<file path="src/rtl/cache_pkg.sv">
// Shared cache-subsystem constants, address field positions and the
// memory-port arbiter state type.
package cache_pkg;

    localparam int unsigned WORD_WIDTH        = 32;
    localparam int unsigned ADR_WIDTH         = 32;
    localparam int unsigned WORD_OFFSET_WIDTH = 2;
    localparam int unsigned BYTE_OFFSET_WIDTH = 2;
    localparam int unsigned WORD_NUM          = 2 ** WORD_OFFSET_WIDTH;

    // Address field positions within a byte address
    localparam int unsigned WOFS_LSB  = 2;
    localparam int unsigned WOFS_MSB  = 3;
    localparam int unsigned INDEX_LSB = 4;
    localparam int unsigned INDEX_MSB = 10;
    localparam int unsigned TAG_LSB   = 11;
    localparam int unsigned TAG_MSB   = 31;

    // Memory-port arbiter states
    typedef enum logic {
        ARB_IDLE  = 1'b0,
        ARB_BURST = 1'b1
    } arb_state_t;

endpackage

</file>
<file path="src/rtl/mem_port_arbiter_rr_arb2.sv">
// Two-input round-robin picker: a lone requester wins, a tie goes to the
// master that did not own the previous burst.
module rr_arb2 (
    input  logic [1:0] req,
    input  logic       last_owner,
    output logic       gnt_valid,
    output logic       gnt_id
);

    // Pick the winner from the current requests and the previous owner
    always_comb begin
        gnt_valid = |req;
        if (req == 2'b11) begin
            gnt_id = ~last_owner;
        end else begin
            gnt_id = req[1];
        end
    end

endmodule

</file>
<file path="src/rtl/mem_port_arbiter.sv">
// Shares one word-wide memory port between the icache (M0) and dcache (M1).
// Each grant is a locked WORD_NUM-beat burst that starts at the critical
// word and wraps within the line; ties are resolved round robin.
module mem_port_arbiter
    import cache_pkg::*;
(
    input  logic                         clk,
    input  logic                         rst,

    input  logic                         m0_req_i,
    input  logic                         m0_we_i,
    input  logic [ADR_WIDTH-1:0]         m0_adr_i,
    input  logic [WORD_WIDTH-1:0]        m0_dat_i,
    output logic                         m0_gnt_o,
    output logic                         m0_ack_o,
    output logic [WORD_WIDTH-1:0]        m0_dat_o,
    output logic [WORD_OFFSET_WIDTH-1:0] m0_word_o,
    output logic                         m0_last_o,

    input  logic                         m1_req_i,
    input  logic                         m1_we_i,
    input  logic [ADR_WIDTH-1:0]         m1_adr_i,
    input  logic [WORD_WIDTH-1:0]        m1_dat_i,
    output logic                         m1_gnt_o,
    output logic                         m1_ack_o,
    output logic [WORD_WIDTH-1:0]        m1_dat_o,
    output logic [WORD_OFFSET_WIDTH-1:0] m1_word_o,
    output logic                         m1_last_o,

    output logic                         mem_req_o,
    output logic                         mem_we_o,
    output logic [ADR_WIDTH-1:0]         mem_adr_o,
    output logic [WORD_WIDTH-1:0]        mem_dat_o,
    input  logic                         mem_ack_i,
    input  logic [WORD_WIDTH-1:0]        mem_dat_i
);

    localparam int unsigned LINE_LSB = WORD_OFFSET_WIDTH + BYTE_OFFSET_WIDTH;

    arb_state_t                   r_state;
    arb_state_t                   w_state_nxt;
    logic                         r_owner;
    logic                         r_last_owner;
    logic [WORD_OFFSET_WIDTH-1:0] r_start_word;
    logic [WORD_OFFSET_WIDTH-1:0] r_beat_cnt;

    logic                         w_gnt_valid;
    logic                         w_gnt_id;
    logic                         w_burst;
    logic                         w_beat_last;
    logic [WORD_OFFSET_WIDTH-1:0] w_beat_word;
    logic [WORD_OFFSET_WIDTH-1:0] w_req_word;
    logic [ADR_WIDTH-1:0]         w_own_adr;
    logic [WORD_WIDTH-1:0]        w_own_dat;
    logic                         w_own_we;
    logic                         w_unused;

    rr_arb2 u_rr_arb2 (
        .req        ({m1_req_i, m0_req_i}),
        .last_owner (r_last_owner),
        .gnt_valid  (w_gnt_valid),
        .gnt_id     (w_gnt_id)
    );

    assign w_burst     = (r_state == ARB_BURST);
    assign w_beat_last = (r_beat_cnt == WORD_OFFSET_WIDTH'(WORD_NUM - 1));
    // Natural overflow of the word-offset width gives the in-line wrap
    assign w_beat_word = r_start_word + r_beat_cnt;
    assign w_req_word  = w_gnt_id ? m1_adr_i[LINE_LSB-1:BYTE_OFFSET_WIDTH]
                                  : m0_adr_i[LINE_LSB-1:BYTE_OFFSET_WIDTH];
    assign w_own_adr   = r_owner ? m1_adr_i : m0_adr_i;
    assign w_own_dat   = r_owner ? m1_dat_i : m0_dat_i;
    assign w_own_we    = r_owner ? m1_we_i  : m0_we_i;
    // Byte-in-word bits of the request addresses are never forwarded
    assign w_unused    = ^{m0_adr_i[BYTE_OFFSET_WIDTH-1:0], m1_adr_i[BYTE_OFFSET_WIDTH-1:0]};

    // State register
    always_ff @(posedge clk) begin
        if (rst) begin
            r_state <= ARB_IDLE;
        end else begin
            r_state <= w_state_nxt;
        end
    end

    // Next state: start a burst on any request, end it on the last acked beat
    always_comb begin
        w_state_nxt = r_state;
        case (r_state)
            ARB_IDLE:  if (w_gnt_valid)              w_state_nxt = ARB_BURST;
            ARB_BURST: if (mem_ack_i && w_beat_last) w_state_nxt = ARB_IDLE;
            default:                                 w_state_nxt = ARB_IDLE;
        endcase
    end

    // Burst bookkeeping: owner, critical word, beat count, round-robin history
    always_ff @(posedge clk) begin
        if (rst) begin
            r_owner      <= 1'b0;
            r_last_owner <= 1'b1;
            r_start_word <= '0;
            r_beat_cnt   <= '0;
        end else if (r_state == ARB_IDLE) begin
            if (w_gnt_valid) begin
                r_owner      <= w_gnt_id;
                r_start_word <= w_req_word;
                r_beat_cnt   <= '0;
            end
        end else if (mem_ack_i) begin
            r_beat_cnt <= r_beat_cnt + 1'b1;
            if (w_beat_last) begin
                r_last_owner <= r_owner;
            end
        end
    end

    // Outputs: memory side follows the owner, master side sees only its own beats
    always_comb begin
        m0_gnt_o  = 1'b0;
        m0_ack_o  = 1'b0;
        m0_dat_o  = '0;
        m0_word_o = '0;
        m0_last_o = 1'b0;
        m1_gnt_o  = 1'b0;
        m1_ack_o  = 1'b0;
        m1_dat_o  = '0;
        m1_word_o = '0;
        m1_last_o = 1'b0;
        mem_req_o = 1'b0;
        mem_we_o  = 1'b0;
        mem_adr_o = '0;
        mem_dat_o = '0;
        if (w_burst) begin
            mem_req_o = 1'b1;
            mem_we_o  = w_own_we;
            mem_adr_o = {w_own_adr[ADR_WIDTH-1:LINE_LSB], w_beat_word, {BYTE_OFFSET_WIDTH{1'b0}}};
            mem_dat_o = w_own_dat;
            if (r_owner) begin
                m1_gnt_o  = 1'b1;
                m1_word_o = w_beat_word;
                m1_ack_o  = mem_ack_i;
                m1_last_o = mem_ack_i & w_beat_last;
                m1_dat_o  = mem_ack_i ? mem_dat_i : '0;
            end else begin
                m0_gnt_o  = 1'b1;
                m0_word_o = w_beat_word;
                m0_ack_o  = mem_ack_i;
                m0_last_o = mem_ack_i & w_beat_last;
                m0_dat_o  = mem_ack_i ? mem_dat_i : '0;
            end
        end
    end

endmodule

</file>
<file path="config.mk">
export PLATFORM = sky130hd
export DESIGN_NAME = mem_port_arbiter
export DESIGN_NICKNAME = d
export VERILOG_FILES = /design/src/rtl/cache_pkg.sv /design/src/rtl/mem_port_arbiter_rr_arb2.sv /design/src/rtl/mem_port_arbiter.sv
export SDC_FILE = /design/constraint.sdc
export NUM_CORES = 1
export LEC_CHECK = 0
export CAP_MARGIN = 5
export CORE_AREA = 2 2 119 121
export DETAILED_ROUTE_END_ITERATION = 10
export DIE_AREA = 0 0 121 123
export SYNTH_ARGS = -nofsm -noshare
export SYNTH_HDL_FRONTEND = slang
export SYNTH_SLANG_ARGS = --single-unit
</file>
<file path="constraint.sdc">
create_clock -name clk -period 2.35 [get_ports clk]
set_input_delay 0.47 -clock clk [delete_from_list [all_inputs] [get_ports clk]]
set_output_delay 0.47 -clock clk [all_outputs]
set_load 0.02 [all_outputs]
</file>
==> summary.txt, run 1 <==
Part of the cycle the worst path needs - 96.7%
CTS tree - built
Worst path slowest cell - clkdlybuf4s50_1
Vias - 2990
Main synth FF type - dfxtp_1
Final Hold Fails - 0
WP data arrival - 1800 ps
Insertion delay to the later sink of the worst-skew pair - 230 ps
NumNets Final - 725
Die Y - 123 um
Drt wl/cell - 15.1 um
Netlist cell types - 31
Finished Layout Cells - 735
Biggest area consumer among synthesized cells - mux2i_1
Count leader, synth - nor2b_1
Std-Cell Rows - 43
Multi-input gate area - 1710 sq um
Final ANT Viol Nets - 0
Die W - 121 um
Number of global-route vias before repair - 3065
Combinational fraction of design power - 69.4%
Cts bufs inserted - 3
Clk sinks - 7
Die ar. - 14900 sq um
# fillers - 1360
Antenna Cells - 0
Crit end category - output pin
Finish-stage setup viols - 0
Sw Share - 33.9%
Worst Hold Depth - 2
Port buffer count - 300
Post-CTS Hold Fix Bufs - 0
First-pass GRT wire length - 15800 um
Starting Density - 15.0%
Post-synth EDFFs - 0
Pins Over Slew Limit - 0
Final core occ - 39.6%
Net load switching power - 0.475 mW
DP HPWL - 8860 um
Share of layout cells above drive strength 1 - 5.05%
Iteration-0 DRC Markers - 72
Area share of the largest cell type after synthesis - 29.9%
Final WL - 11100 um
Clk buf depth - 2
Crit-path max cell delay - 590 ps
CP Launch Type - flip-flop
Final Wtd Congestion - 0.749
Fmax achieved - 0.440 GHz
CP cell instances - nor2b_4 -> buf_12 -> and3_1 -> clkdlybuf4s50_1
Asr flop ratio synth - 0%
Root Buffer - clkbuf_16
Clock power frac - 20.5%
Placed cells - 725
CTS H-tree lvls - 1
Leak - 2.51 nW
FF/Latch Area - 148 sq um
Hold Crit Class - flip-flop to flip-flop
Largest net degree at the start of global routing - 53
Syn. warnings - 0
Seq pwr share - 10.1%
Kind of critical path - flip-flop to output pin
P_int - 0.927 mW
Min cycle time layout - 2270 ps
Status - finished clean
Synth Instances - 264
Mapped Area - 2040 sq um
Seq/Total Area, Yosys - 6.85%
Top cells by area, synth - mux2i_1 30%, nor2b_1 20%, and2_1 10%
GRT Total Usage - 13.3%
Initial antenna violation count - 0
Clock transition at the registers of the reported paths - 40 ps
Worst VDD drop - 0.000138 V
Synthesized area per cell - 7.74 sq um
Vias per cell - 4.07
Post-route DRC - 0
First-pass detailed-route iteration total - 4
Power Density - 260 nW/um^2
Worst endpoint required time - 1880 ps
RSZ-0062 raised after global routing - false
Placeable Area - 13600 sq um
Clock Skew - 0.952 ps
Worst-path fanout max - 25
Post-synth top cells - 64 x nor2b_1, 61 x mux2i_1, 34 x and2_1, 33 x and3_1, 10 x buf_4
Synthesized flop and latch total - 7
Area growth, synth to finish - 164%
Max-Cap Viols - 0
Total grt overflow - 0
IO Count - 307
R2R depth - 4
==> stage by stage <==
step	hold slack [ps]	worst slack (ps)	cell area (sq um)	total power, mW	setup TNS [ps]
after floorplan	441	504	2050	0.563	0
after global placement	461	-208	5160	1.10	-10790
after detailed placement	478	-239	5160	1.11	-12860
after CTS	484	3.81	5290	1.41	0
after global routing	526	0.382	5390	1.49	0
final	482	77.3	5390	1.40	0
==> area by class of cell <==
type | instances | share of cell area (%)
timing repair buffer | 311 | 59.7
sequential | 7 | 2.74
tap | 180 | 4.18
inverter | 3 | 0.209
clock buffer | 4 | 1.46
multi-input combinational | 230 | 31.7
==> state kept, by name, indices dropped and copies added (netlist names) <==
signal and count:
r_state 1, r_beat_cnt 2, r_owner 1, r_last_owner 1
r_start_word 2
==> placed cells by master, fill, tap and decap left out, drive strengths merged <==
master / instances
or2: 1
a211o: 1
and2: 34
dfxtp: 7
a21oi: 3
dlymetal6s2s: 28
nand2: 7
xor2: 1
nor2: 4
clkbuf: 6
ha: 2
clkdlybuf4s50: 265
nor2b: 65
mux2i: 61
conb: 2
nand3: 4
a21bo: 1
dlygate4sd2: 5
buf: 11
inv: 3
xnor2: 1
a221oi: 2
a2bb2oi: 1
o21bai: 1
a31oi: 2
and3: 37
==> kinds of logic (layout without fill, tap and decap cells) <==
logic type	count (synthesis)	count (layout)	synth area share (%)
flip-flops	7	7	6.85
other	1	2	0.183
XOR/XNOR	2	2	0.857
multiplexers	61	61	29.9
AND/OR/NAND/NOR	149	152	44.7
adder cells (fa/ha/maj)	2	2	1.22
AO/OA/AOI/OAI	11	11	4.47
buffers and inverters	31	318	11.8
==> power by group through the flow <==
| stage | registers (mW) | clock network, mW | logic, mW |
|---|---|---|---|
| 2_1_floorplan | 0.134 | 0 | 0.429 |
| 3_3_place_gp | 0.139 | 0 | 0.959 |
| 3_5_place_dp | 0.139 | 0 | 0.969 |
| 4_1_cts | 0.141 | 0.293 | 0.980 |
| 5_1_grt | 0.144 | 0.305 | 1.04 |
| 6_report | 0.141 | 0.287 | 0.974 |
==> worst paths after layout <==
path,from,endpoint,slack (ps)
setup / recovery,r_state$_SDFF_PP0_,m0_dat_o[14],80
hold / removal,r_start_word[0]$_SDFFE_PP0P_,r_start_word[0]$_SDFFE_PP0P_,480
hold reg to reg,r_start_word[0]$_SDFFE_PP0P_,r_start_word[0]$_SDFFE_PP0P_,480
setup reg to reg,r_state$_SDFF_PP0_,r_start_word[0]$_SDFFE_PP0P_,1090
==> metal layers <==
layer | track usage [%] | vias to the layer above | wire length (um)
li1 | - | 1470 | -
met1 | 13.2 | 1357 | 3810
met2 | 26.9 | 155 | 6160
met3 | 3.78 | 8 | 1010
met4 | 3.20 | 0 | 128
met5 | 0 | - | 0
==> timing repair <==
| item | 4_1_cts | 5_1_grt |
|---|---|---|
| resized for setup | 12 | 31 |
| pin swaps | 2 | 0 |
| setup endpoints to repair | 70 | 78 |
| cloned | 3 | 1 |
| setup buffers | 2 | 0 |
==> worst max-delay path: cells and delay by family (launching register included) <==
kind	cells	cell delay (ps)
buf+inv	2	760
flops	1	420
simple gates	2	390
(Power assumes the default switching activity.)
==> inputs of run 2 (changes only) <==
--- a/config.mk
+++ b/config.mk
@@ -5,6 +5,7 @@
 export SDC_FILE = /design/constraint.sdc
 export NUM_CORES = 1
 export LEC_CHECK = 0
+export ABC_AREA = 0
 export CAP_MARGIN = 5
 export CORE_AREA = 2 2 119 121
 export DETAILED_ROUTE_END_ITERATION = 10
==> results of run 2 <==
Final layout, timing and power as in run 1 (identical DEF).
